### config.mk
export PLATFORM = sky130hd
export DESIGN_NAME = sar_search
export DESIGN_NICKNAME = d
export VERILOG_FILES = /design/src/rtl/sar_search_pkg.sv /design/src/rtl/sar_search.sv
export SDC_FILE = /design/constraint.sdc
export NUM_CORES = 1
export LEC_CHECK = 0
export BUFFER_PORTS_ARGS = -buffer_cell sky130_fd_sc_hd__buf_2
export CAP_MARGIN = 25
export CORE_MARGIN = 8
export CORE_UTILIZATION = 42
export CTS_CLUSTER_DIAMETER = 200
export DETAILED_ROUTE_END_ITERATION = 8
export HOLD_SLACK_MARGIN = 0.06
export PLACE_DENSITY = 0.6
export SYNTH_ARGS = -nofsm -noshare
export SYNTH_HDL_FRONTEND = slang
export SYNTH_SLANG_ARGS = --single-unit
### constraint.sdc
create_clock -name Clk_In -period 1.8 [get_ports Clk_In]
set_input_delay 0.27 -clock Clk_In [delete_from_list [all_inputs] [get_ports Clk_In]]
set_output_delay 0.27 -clock Clk_In [all_outputs]
set_load 0.01 [all_outputs]
### src/rtl/sar_search_pkg.sv
// Shared definitions for the successive-approximation search controller:
// FSM state encoding, default search width and settle-counter bounds.
package sar_search_pkg;

  localparam int unsigned SAR_WIDTH_DEF = 8;
  localparam int unsigned SETTLE_MAX    = 15;
  localparam int unsigned SETTLE_W      = 4;

  typedef enum logic [1:0] {
    ST_IDLE   = 2'd0,
    ST_WAIT   = 2'd1,
    ST_SAMPLE = 2'd2,
    ST_DONE   = 2'd3
  } state_t;

  // Comparator flags are usable only when exactly one is set; X/Z fall to default.
  function automatic logic flags_onehot(input logic [2:0] flags);
    case (flags)
      3'b100, 3'b010, 3'b001: flags_onehot = 1'b1;
      default:                flags_onehot = 1'b0;
    endcase
  endfunction

endpackage : sar_search_pkg

### src/rtl/sar_search.sv
// Successive-approximation search controller: drives trial values into a
// magnitude comparator and resolves the unknown A operand one bit at a time.
module sar_search
  import sar_search_pkg::*;
#(
  parameter int unsigned WIDTH         = SAR_WIDTH_DEF,
  parameter int unsigned SETTLE_CYCLES = 1
) (
  input  logic             Clk_In,
  input  logic             Reset_n_In,
  input  logic             Start_In,
  input  logic             A_gt_B_In,
  input  logic             A_eq_B_In,
  input  logic             A_lt_B_In,
  output logic             Comp_Enable_Out,
  output logic [WIDTH-1:0] Trial_Out,
  output logic [WIDTH-1:0] Result_Out,
  output logic             Done_Out,
  output logic             Busy_Out,
  output logic             Exact_Out,
  output logic             Error_Out
);

  localparam int unsigned IDX_W = (WIDTH > 1) ? $clog2(WIDTH) : 1;
  localparam int unsigned CNT_W = SETTLE_W;
  localparam state_t      ST_FIRST = (SETTLE_CYCLES == 0) ? ST_SAMPLE : ST_WAIT;

  state_t             r_state;
  state_t             w_state_nxt;

  logic [WIDTH-1:0]   r_trial;
  logic [WIDTH-1:0]   r_keep;
  logic [IDX_W-1:0]   r_bit_idx;
  logic [CNT_W-1:0]   r_settle_cnt;
  logic [WIDTH-1:0]   r_result;
  logic               r_done;
  logic               r_busy;
  logic               r_exact;
  logic               r_error;
  logic               r_comp_en;

  logic [WIDTH-1:0]   w_trial_nxt;
  logic [WIDTH-1:0]   w_keep_nxt;
  logic [IDX_W-1:0]   w_bit_idx_nxt;
  logic [CNT_W-1:0]   w_settle_cnt_nxt;
  logic [WIDTH-1:0]   w_result_nxt;
  logic               w_done_nxt;
  logic               w_busy_nxt;
  logic               w_exact_nxt;
  logic               w_error_nxt;
  logic               w_comp_en_nxt;

  logic               w_flags_ok;
  logic [WIDTH-1:0]   w_keep_upd;

  assign w_flags_ok = flags_onehot({A_gt_B_In, A_eq_B_In, A_lt_B_In});
  assign w_keep_upd = A_gt_B_In ? r_trial : r_keep;

  // State register
  always_ff @(posedge Clk_In or negedge Reset_n_In) begin
    if (!Reset_n_In) begin
      r_state <= ST_IDLE;
    end else begin
      r_state <= w_state_nxt;
    end
  end

  // Next-state logic
  always_comb begin
    w_state_nxt = r_state;
    case (r_state)
      ST_IDLE: begin
        if (Start_In) begin
          w_state_nxt = ST_FIRST;
        end
      end
      ST_WAIT: begin
        if (r_settle_cnt <= CNT_W'(1)) begin
          w_state_nxt = ST_SAMPLE;
        end
      end
      ST_SAMPLE: begin
        if (!w_flags_ok || A_eq_B_In || (r_bit_idx == '0)) begin
          w_state_nxt = ST_DONE;
        end else begin
          w_state_nxt = ST_FIRST;
        end
      end
      ST_DONE: begin
        w_state_nxt = ST_IDLE;
      end
      default: begin
        w_state_nxt = ST_IDLE;
      end
    endcase
  end

  // Datapath and output next values; results change only on DONE entry
  always_comb begin
    w_trial_nxt      = r_trial;
    w_keep_nxt       = r_keep;
    w_bit_idx_nxt    = r_bit_idx;
    w_settle_cnt_nxt = r_settle_cnt;
    w_result_nxt     = r_result;
    w_exact_nxt      = r_exact;
    w_error_nxt      = r_error;
    w_done_nxt       = (w_state_nxt == ST_DONE);
    w_busy_nxt       = (w_state_nxt != ST_IDLE);
    w_comp_en_nxt    = (w_state_nxt == ST_WAIT) || (w_state_nxt == ST_SAMPLE);

    case (r_state)
      ST_IDLE: begin
        if (Start_In) begin
          w_trial_nxt      = WIDTH'(1) << (WIDTH - 1);
          w_keep_nxt       = '0;
          w_bit_idx_nxt    = IDX_W'(WIDTH - 1);
          w_settle_cnt_nxt = CNT_W'(SETTLE_CYCLES);
        end
      end
      ST_WAIT: begin
        w_settle_cnt_nxt = r_settle_cnt - CNT_W'(1);
      end
      ST_SAMPLE: begin
        if (!w_flags_ok) begin
          w_trial_nxt  = '0;
          w_result_nxt = '0;
          w_exact_nxt  = 1'b0;
          w_error_nxt  = 1'b1;
        end else if (A_eq_B_In) begin
          w_trial_nxt  = '0;
          w_result_nxt = r_trial;
          w_exact_nxt  = 1'b1;
          w_error_nxt  = 1'b0;
        end else if (r_bit_idx == '0) begin
          w_trial_nxt  = '0;
          w_keep_nxt   = w_keep_upd;
          w_result_nxt = w_keep_upd;
          w_exact_nxt  = 1'b0;
          w_error_nxt  = 1'b0;
        end else begin
          w_keep_nxt       = w_keep_upd;
          w_trial_nxt      = w_keep_upd | (WIDTH'(1) << (r_bit_idx - IDX_W'(1)));
          w_bit_idx_nxt    = r_bit_idx - IDX_W'(1);
          w_settle_cnt_nxt = CNT_W'(SETTLE_CYCLES);
        end
      end
      default: begin
        w_trial_nxt = '0;
      end
    endcase
  end

  // Datapath and output registers
  always_ff @(posedge Clk_In or negedge Reset_n_In) begin
    if (!Reset_n_In) begin
      r_trial      <= '0;
      r_keep       <= '0;
      r_bit_idx    <= '0;
      r_settle_cnt <= '0;
      r_result     <= '0;
      r_done       <= 1'b0;
      r_busy       <= 1'b0;
      r_exact      <= 1'b0;
      r_error      <= 1'b0;
      r_comp_en    <= 1'b0;
    end else begin
      r_trial      <= w_trial_nxt;
      r_keep       <= w_keep_nxt;
      r_bit_idx    <= w_bit_idx_nxt;
      r_settle_cnt <= w_settle_cnt_nxt;
      r_result     <= w_result_nxt;
      r_done       <= w_done_nxt;
      r_busy       <= w_busy_nxt;
      r_exact      <= w_exact_nxt;
      r_error      <= w_error_nxt;
      r_comp_en    <= w_comp_en_nxt;
    end
  end

  assign Comp_Enable_Out = r_comp_en;
  assign Trial_Out       = r_trial;
  assign Result_Out      = r_result;
  assign Done_Out        = r_done;
  assign Busy_Out        = r_busy;
  assign Exact_Out       = r_exact;
  assign Error_Out       = r_error;

endmodule : sar_search

# Word level (Yosys, flattened, before mapping)
# Index checks and enable logic that the tools add are counted.
[totals] regBits=38 output_inout_bits=21 wordCells=79 in_bits=6
[op_classes] n_reduce_logical=15 n_eq_ne=14 n_bitwise=2 addsub=2 shifts=1 mux=33 n_lt_le_gt_ge=1
[ops] cell="$mux 8" n=11
[ops] cell="$pmux 8 s3" n=1
[ops] cell="$mux 4" n=4
[ops] cell="$pmux 8 s2" n=1
[ops] cell="$mux 3" n=4
[ops] cell="$pmux 4 s3" n=1
[ops] cell="$reduce_and 5->1" n=2
[ops] cell="$eq 2x2->1 const B" n=4
[ops] cell="$ne 2x2->1 const B" n=4
[ops] cell="$or 8x8->8" n=1
[ops] cell="$pmux 2 s4" n=1
[ops] cell="$shl 1x3->8 const A" n=1
[ops] cell="$mux 1" n=6
[ops] cell="$mux 2" n=3
[ops] cell="$pmux 3 s2" n=1
[ops] cell="$eq 2x1->1 const B" n=2
[ops] cell="$le 4x1->1 const B" n=1
[ops] cell="$reduce_and 2->1" n=2
[ops] cell="$reduce_and 4->1" n=1
[ops] cell="$reduce_bool 2->1" n=2
[ops] cell="$sub 4x1->4 const B" n=1
[ops] cell="$eq 3x1->1 const B" n=1
[ops] cell="$eq 3x2->1 const B" n=1
[ops] cell="$eq 3x3->1 const B" n=1
[ops] cell="other kinds (9)" n=11

# Logic depth before layout (Yosys ltp)
[depth] ltp_word=10 mapped_depth=8 mapped_depth_nobuf=7

# Least setup slack after synthesis
# Ideal clock, no wire load.
[synth_timing] path_type="register to register" start="reg r_bit_idx[0]" end="reg r_result[0], in the netlist Result_Out[0]" path_buffers=1 synth_period_minus_slack_ns=1.857 setup_time_ns=0.125 t_required_ns=1.675 path_slack_ns=-0.057 path_stages_with_launch=7 arrival_time_ns=1.732 path_cell_list="dfrtp_1 > inv_1 > ha_1 > nor2b_1 > o31a_1 > buf_2 > mux2_2"
[synth_between] elab_chain_len=3
[synth_rtl] item="start: declaration" line="sar_search.sv:33" source="logic [IDX_W-1:0] r_bit_idx;"
[synth_rtl] item="start signal: assignment" line="sar_search.sv:169" source="r_bit_idx <= w_bit_idx_nxt;"
[synth_rtl] item="$logic_not 3->1" line="sar_search.sv:134" source="end else if (r_bit_idx == '0) begin"
[synth_rtl] item="$ne 3x2->1 (no line)"
[synth_rtl] item="$reduce_and 2->1 (no line)"
[synth_rtl] item="end signal: assignment" line="sar_search.sv:171" source="r_result <= w_result_nxt;"
[synth_rtl] item="end: declaration" line="sar_search.sv:35" source="logic [WIDTH-1:0] r_result;"
# Every way passes these cells.
# A chain may end at the register's enable or synchronous reset.

# Worst setup path after layout
# Same ends and word-level chain as after synthesis.

==> impl_metrics.tcl <==
set metrics [dict create \
    synthesis.nets 230 \
    post_synthesis_instance_total 215 \
    design.portCount 27 \
    switchingPower_mw 1.12 \
    synth_compound_area_frac 0.217 \
    largest_net_degree_at_the_start_of_global_routing 39 \
    sequentialPowerShare 0.386 \
    vias_in_the_first_global_route 1781 \
    syn_area_um2 2230 \
    multi_input_comb_area_um2 1170 \
    detailroute.wirelength.met2_um 2420 \
    ir_drop_worst_case_vdd_mv 0.674 \
    area_growth_syn_to_layout_pct 19.6 \
    vias 1844 \
    synthesis.area_per_instance_um2 10.4 \
    place.detailed.instances 317 \
    totalPowerFinal_mw 3.03 \
    track_usage 0.155 \
    post_synth_fa_ha_maj_area_fraction 0.0505 \
    drive_gt1_frac 0.279 \
    synth_top_area_share 0.427 \
    gp_routability_congestion 0.799 \
    area.sequential_um2 951 \
    detailedRoute.firstIterationViolations 131 \
    hold_class "in -> reg" \
    cp_data_arrival_time_ns 1.83 \
    synthesized_area_fraction_occupied_by_and_or_nand_nor_cells 0.191 \
    slew_viol_final 0 \
    dieHeight_um 88.8 \
    power_report.internal_total_mw 1.91 \
    final-hold-violation-count 0 \
    p_per_area_nw_per_um2 1140 \
    cellLeakagePower_nw 1.27 \
    setup.worst_path.start_class "flip-flop" \
    setup-violations-final 0 \
    routed_via_density 5.62 \
    max_cap_violations 0 \
    max_slew_margin 0.586 \
    wirelength_met1_um 2880 \
    cts.root.buffer_cell "sky130_fd_sc_hd__clkbuf_8" \
    finalHoldWorstSlack_ns 0.411 \
    antenna_diode_instance_count 0 \
    netlist.top_cell.by_area "sky130_fd_sc_hd__dfrtp_1" \
    dp_hpwl_um 4020 \
    layout.nets 272 \
    run_status "finished, final reports clean" \
    numClockSinks 38 \
    fin_crit_ns 1.65 \
    portion_of_the_clock_cycle_consumed_by_the_worst_path_in_the_final_layout 0.917 \
    crit_type "reg -> reg" \
    floorplan.die_area_um2 7890 \
    worst_setup_end_kind "flip-flop" \
    dominantRegCellSynth "sky130_fd_sc_hd__dfrtp_1" \
    yosys_warnings 0 \
    drt_first_pass_iters 4 \
    pwr-share-comb 0.410 \
    remaining_drc_errors 0 \
    antenna_violating_nets_post_route 0 \
    path_clk_slew_ns 0.08 \
    synth_area_leaders "sky130_fd_sc_hd__dfrtp_1, sky130_fd_sc_hd__nor4bb_1, sky130_fd_sc_hd__ha_1, sky130_fd_sc_hd__nor2b_1, sky130_fd_sc_hd__a211o_1" \
    yosys.cell_types.count 44 \
    cts_tree "built" \
    power_frac_clock 0.204 \
    worstPathMaxFanout 7 \
    ys_async_sr_fraction 1.00 \
    yosys-mux-area-fraction 0.0404 \
    buffer_ports.inserted 26 \
    fillers 502 \
    crit_required_ns 1.98 \
    worst_skew_pair.late_latency_ns 0.29 \
    initial_utilization 0.436 \
    routed.top_layer "met4" \
    grt_first_pass_wirelength_um 9250 \
    post_synth_xor_area_fraction 0.0236 \
    detail_route.wl_per_cell_um 17.0 \
    synth_top_family_by_area "compound AO/OA/AOI/OAI gates" \
    setup_tns_ns 0 \
    clock_tree.htree_level_count 2 \
    die_width_um 88.8 \
    maxClockFrequency_ghz 0.606 \
    synth_seq_area_share 0.427 \
    swShare 0.369 \
    post_layout_nonfiller_instances 328 \
    fin_worst_skew_ns 0.00681 \
    wl_met3_um 187 \
    ys_seq_elements 38 \
    floorplan.rows 26 \
    wl_um 5590 \
    numCtsBuffers 5 \
    antenna_found_initial 0 \
    synth-edff-count 0 \
    max_slew.worst_pin.slew_ns 0.618 \
    overflow 0 \
    core_area_um2 5110 \
    ctsLongestPathBuffers 2 \
    grt_setup_unrepaired "false" \
]
cell type report:
cell class | instances | share of cell area
flip-flops and latches | 38 | 0.357
well taps | 70 | 0.0329
multi-input cells | 151 | 0.440
inverters | 9 | 0.0127
repair buffers | 52 | 0.123
clock inverters | 1 | 0.00188
clock buffers | 7 | 0.0324
cells by family after synthesis:
family          Yosys count
flops                    38
fa+ha+maj                 9
xor+xnor                  6
simple gates             64
compound gates           64
mux                       8
buf+inv                  26
stage by stage:
stage / worst slack (ns) / utilization / instance area (µm²)
2_1_floorplan: 0.0358 / - / 2230
4_1_cts: 0.0726 / 0.518 / 2650
6_report: 0.149 / 0.522 / 2670
5_1_grt: 0.0559 / 0.522 / 2670
3_3_place_gp: 0.108 / 0.498 / 2540
3_5_place_dp: 0.0850 / 0.498 / 2540
synth_stat cells, types with 7 or more instances:
| library cell | n |
|---|---|
| sky130_fd_sc_hd__a211o_1 | 8 |
| sky130_fd_sc_hd__a221oi_1 | 8 |
| sky130_fd_sc_hd__buf_2 | 9 |
| sky130_fd_sc_hd__dfrtp_1 | 38 |
| sky130_fd_sc_hd__ha_1 | 9 |
| sky130_fd_sc_hd__inv_1 | 9 |
| sky130_fd_sc_hd__nand2_1 | 11 |
| sky130_fd_sc_hd__nand3_1 | 7 |
| sky130_fd_sc_hd__nor2b_1 | 13 |
| sky130_fd_sc_hd__nor4bb_1 | 15 |
| sky130_fd_sc_hd__o21ai_0 | 11 |
| sky130_fd_sc_hd__o2bb2ai_1 | 7 |
critical path: stages, from the launching register on:
cell,delay (ns)
sky130_fd_sc_hd__dfrtp_1,0.38
sky130_fd_sc_hd__inv_1,0.08
sky130_fd_sc_hd__ha_2,0.17
sky130_fd_sc_hd__nor2b_2,0.20
sky130_fd_sc_hd__o31a_1,0.20
sky130_fd_sc_hd__buf_4,0.19
sky130_fd_sc_hd__mux2_2,0.34
power by group through the flow:
stage,clock network [mW],registers (mW),logic (mW)
final,0.618,1.17,1.24
after global routing,0.670,1.20,1.37
after CTS,0.637,1.17,1.23
after detailed placement,0,1.18,1.22
after global placement,0,1.18,1.22
after floorplan,0,1.20,0.755
sequential cells by signal (all words and copies together) (netlist names):
register         cells
Comp_Enable_Out      1
Exact_Out            1
r_settle_cnt         4
Trial_Out            8
r_state              2
Done_Out             1
r_keep               8
r_bit_idx            3
Result_Out           8
Error_Out            1
Busy_Out             1
layout by cell type, fill, tap and decap left out, types with 2 or more instances in the layout:
cell type | synthesis | layout
sky130_fd_sc_hd__nand2_1 | 11 | 11
sky130_fd_sc_hd__nor4_1 | 2 | 2
sky130_fd_sc_hd__a311oi_1 | 2 | 2
sky130_fd_sc_hd__o311a_1 | 2 | 2
sky130_fd_sc_hd__dfrtp_1 | 38 | 38
sky130_fd_sc_hd__a21o_1 | 2 | 2
sky130_fd_sc_hd__buf_2 | 9 | 26
sky130_fd_sc_hd__o2bb2ai_1 | 7 | 7
sky130_fd_sc_hd__nand2b_1 | 4 | 4
sky130_fd_sc_hd__a221oi_1 | 8 | 8
sky130_fd_sc_hd__nand3_1 | 7 | 7
sky130_fd_sc_hd__xor2_1 | 4 | 4
sky130_fd_sc_hd__buf_4 | 1 | 25
sky130_fd_sc_hd__ha_1 | 9 | 8
sky130_fd_sc_hd__o21ai_1 | 2 | 2
sky130_fd_sc_hd__nor4bb_1 | 15 | 15
sky130_fd_sc_hd__nor2_1 | 5 | 5
sky130_fd_sc_hd__nand4b_1 | 2 | 2
sky130_fd_sc_hd__o21ba_2 | 3 | 3
sky130_fd_sc_hd__o211ai_1 | 2 | 2
sky130_fd_sc_hd__nor2b_1 | 13 | 12
sky130_fd_sc_hd__a31oi_1 | 2 | 2
sky130_fd_sc_hd__a22o_1 | 3 | 3
sky130_fd_sc_hd__o21ai_0 | 11 | 11
sky130_fd_sc_hd__a21oi_1 | 5 | 5
sky130_fd_sc_hd__inv_1 | 9 | 9
sky130_fd_sc_hd__mux2_2 | 5 | 5
sky130_fd_sc_hd__xnor2_1 | 2 | 2
sky130_fd_sc_hd__mux2_1 | 3 | 3
sky130_fd_sc_hd__a211o_1 | 8 | 8
sky130_fd_sc_hd__clkbuf_8 | 0 | 6
path summary, 6_finish.rpt:
kind | startpoint | endpoint | slack (ns) | depth (start not counted)
worst max-delay path | r_bit_idx[0]$_DFFE_PN0P_ | Result_Out[0]$_DFFE_PN0P_ | 0.15 | 6
min in group asynchronous | Reset_n_In | r_settle_cnt[2]$_DFFE_PN0P_ | 0.57 | 3
worst min register to register | Result_Out[3]$_DFFE_PN0P_ | Result_Out[3]$_DFFE_PN0P_ | 0.48 | 1
worst max register to register | r_bit_idx[0]$_DFFE_PN0P_ | Result_Out[0]$_DFFE_PN0P_ | 0.15 | 6
max in group asynchronous | Reset_n_In | r_keep[1]$_DFFE_PN0P_ | 0.89 | 3
worst min-delay path | A_eq_B_In | r_bit_idx[0]$_DFFE_PN0P_ | 0.41 | 3
repair_timing:
action | CTS | global route
hold buffers | 1 | 0
resized for setup | 0 | 1
buffers inserted | 0 | 2
setup endpoints to repair | 0 | 9
hold endpoints to repair | 38 | 0
per-layer routing:
layer / track usage / vias up
met5: 0 / -
met4: 0.0829 / 0
met3: 0.0269 / 5
met2: 0.220 / 35
met1: 0.214 / 907
li1: - / 897
Note: power is estimated with default switching activity, not from simulation.
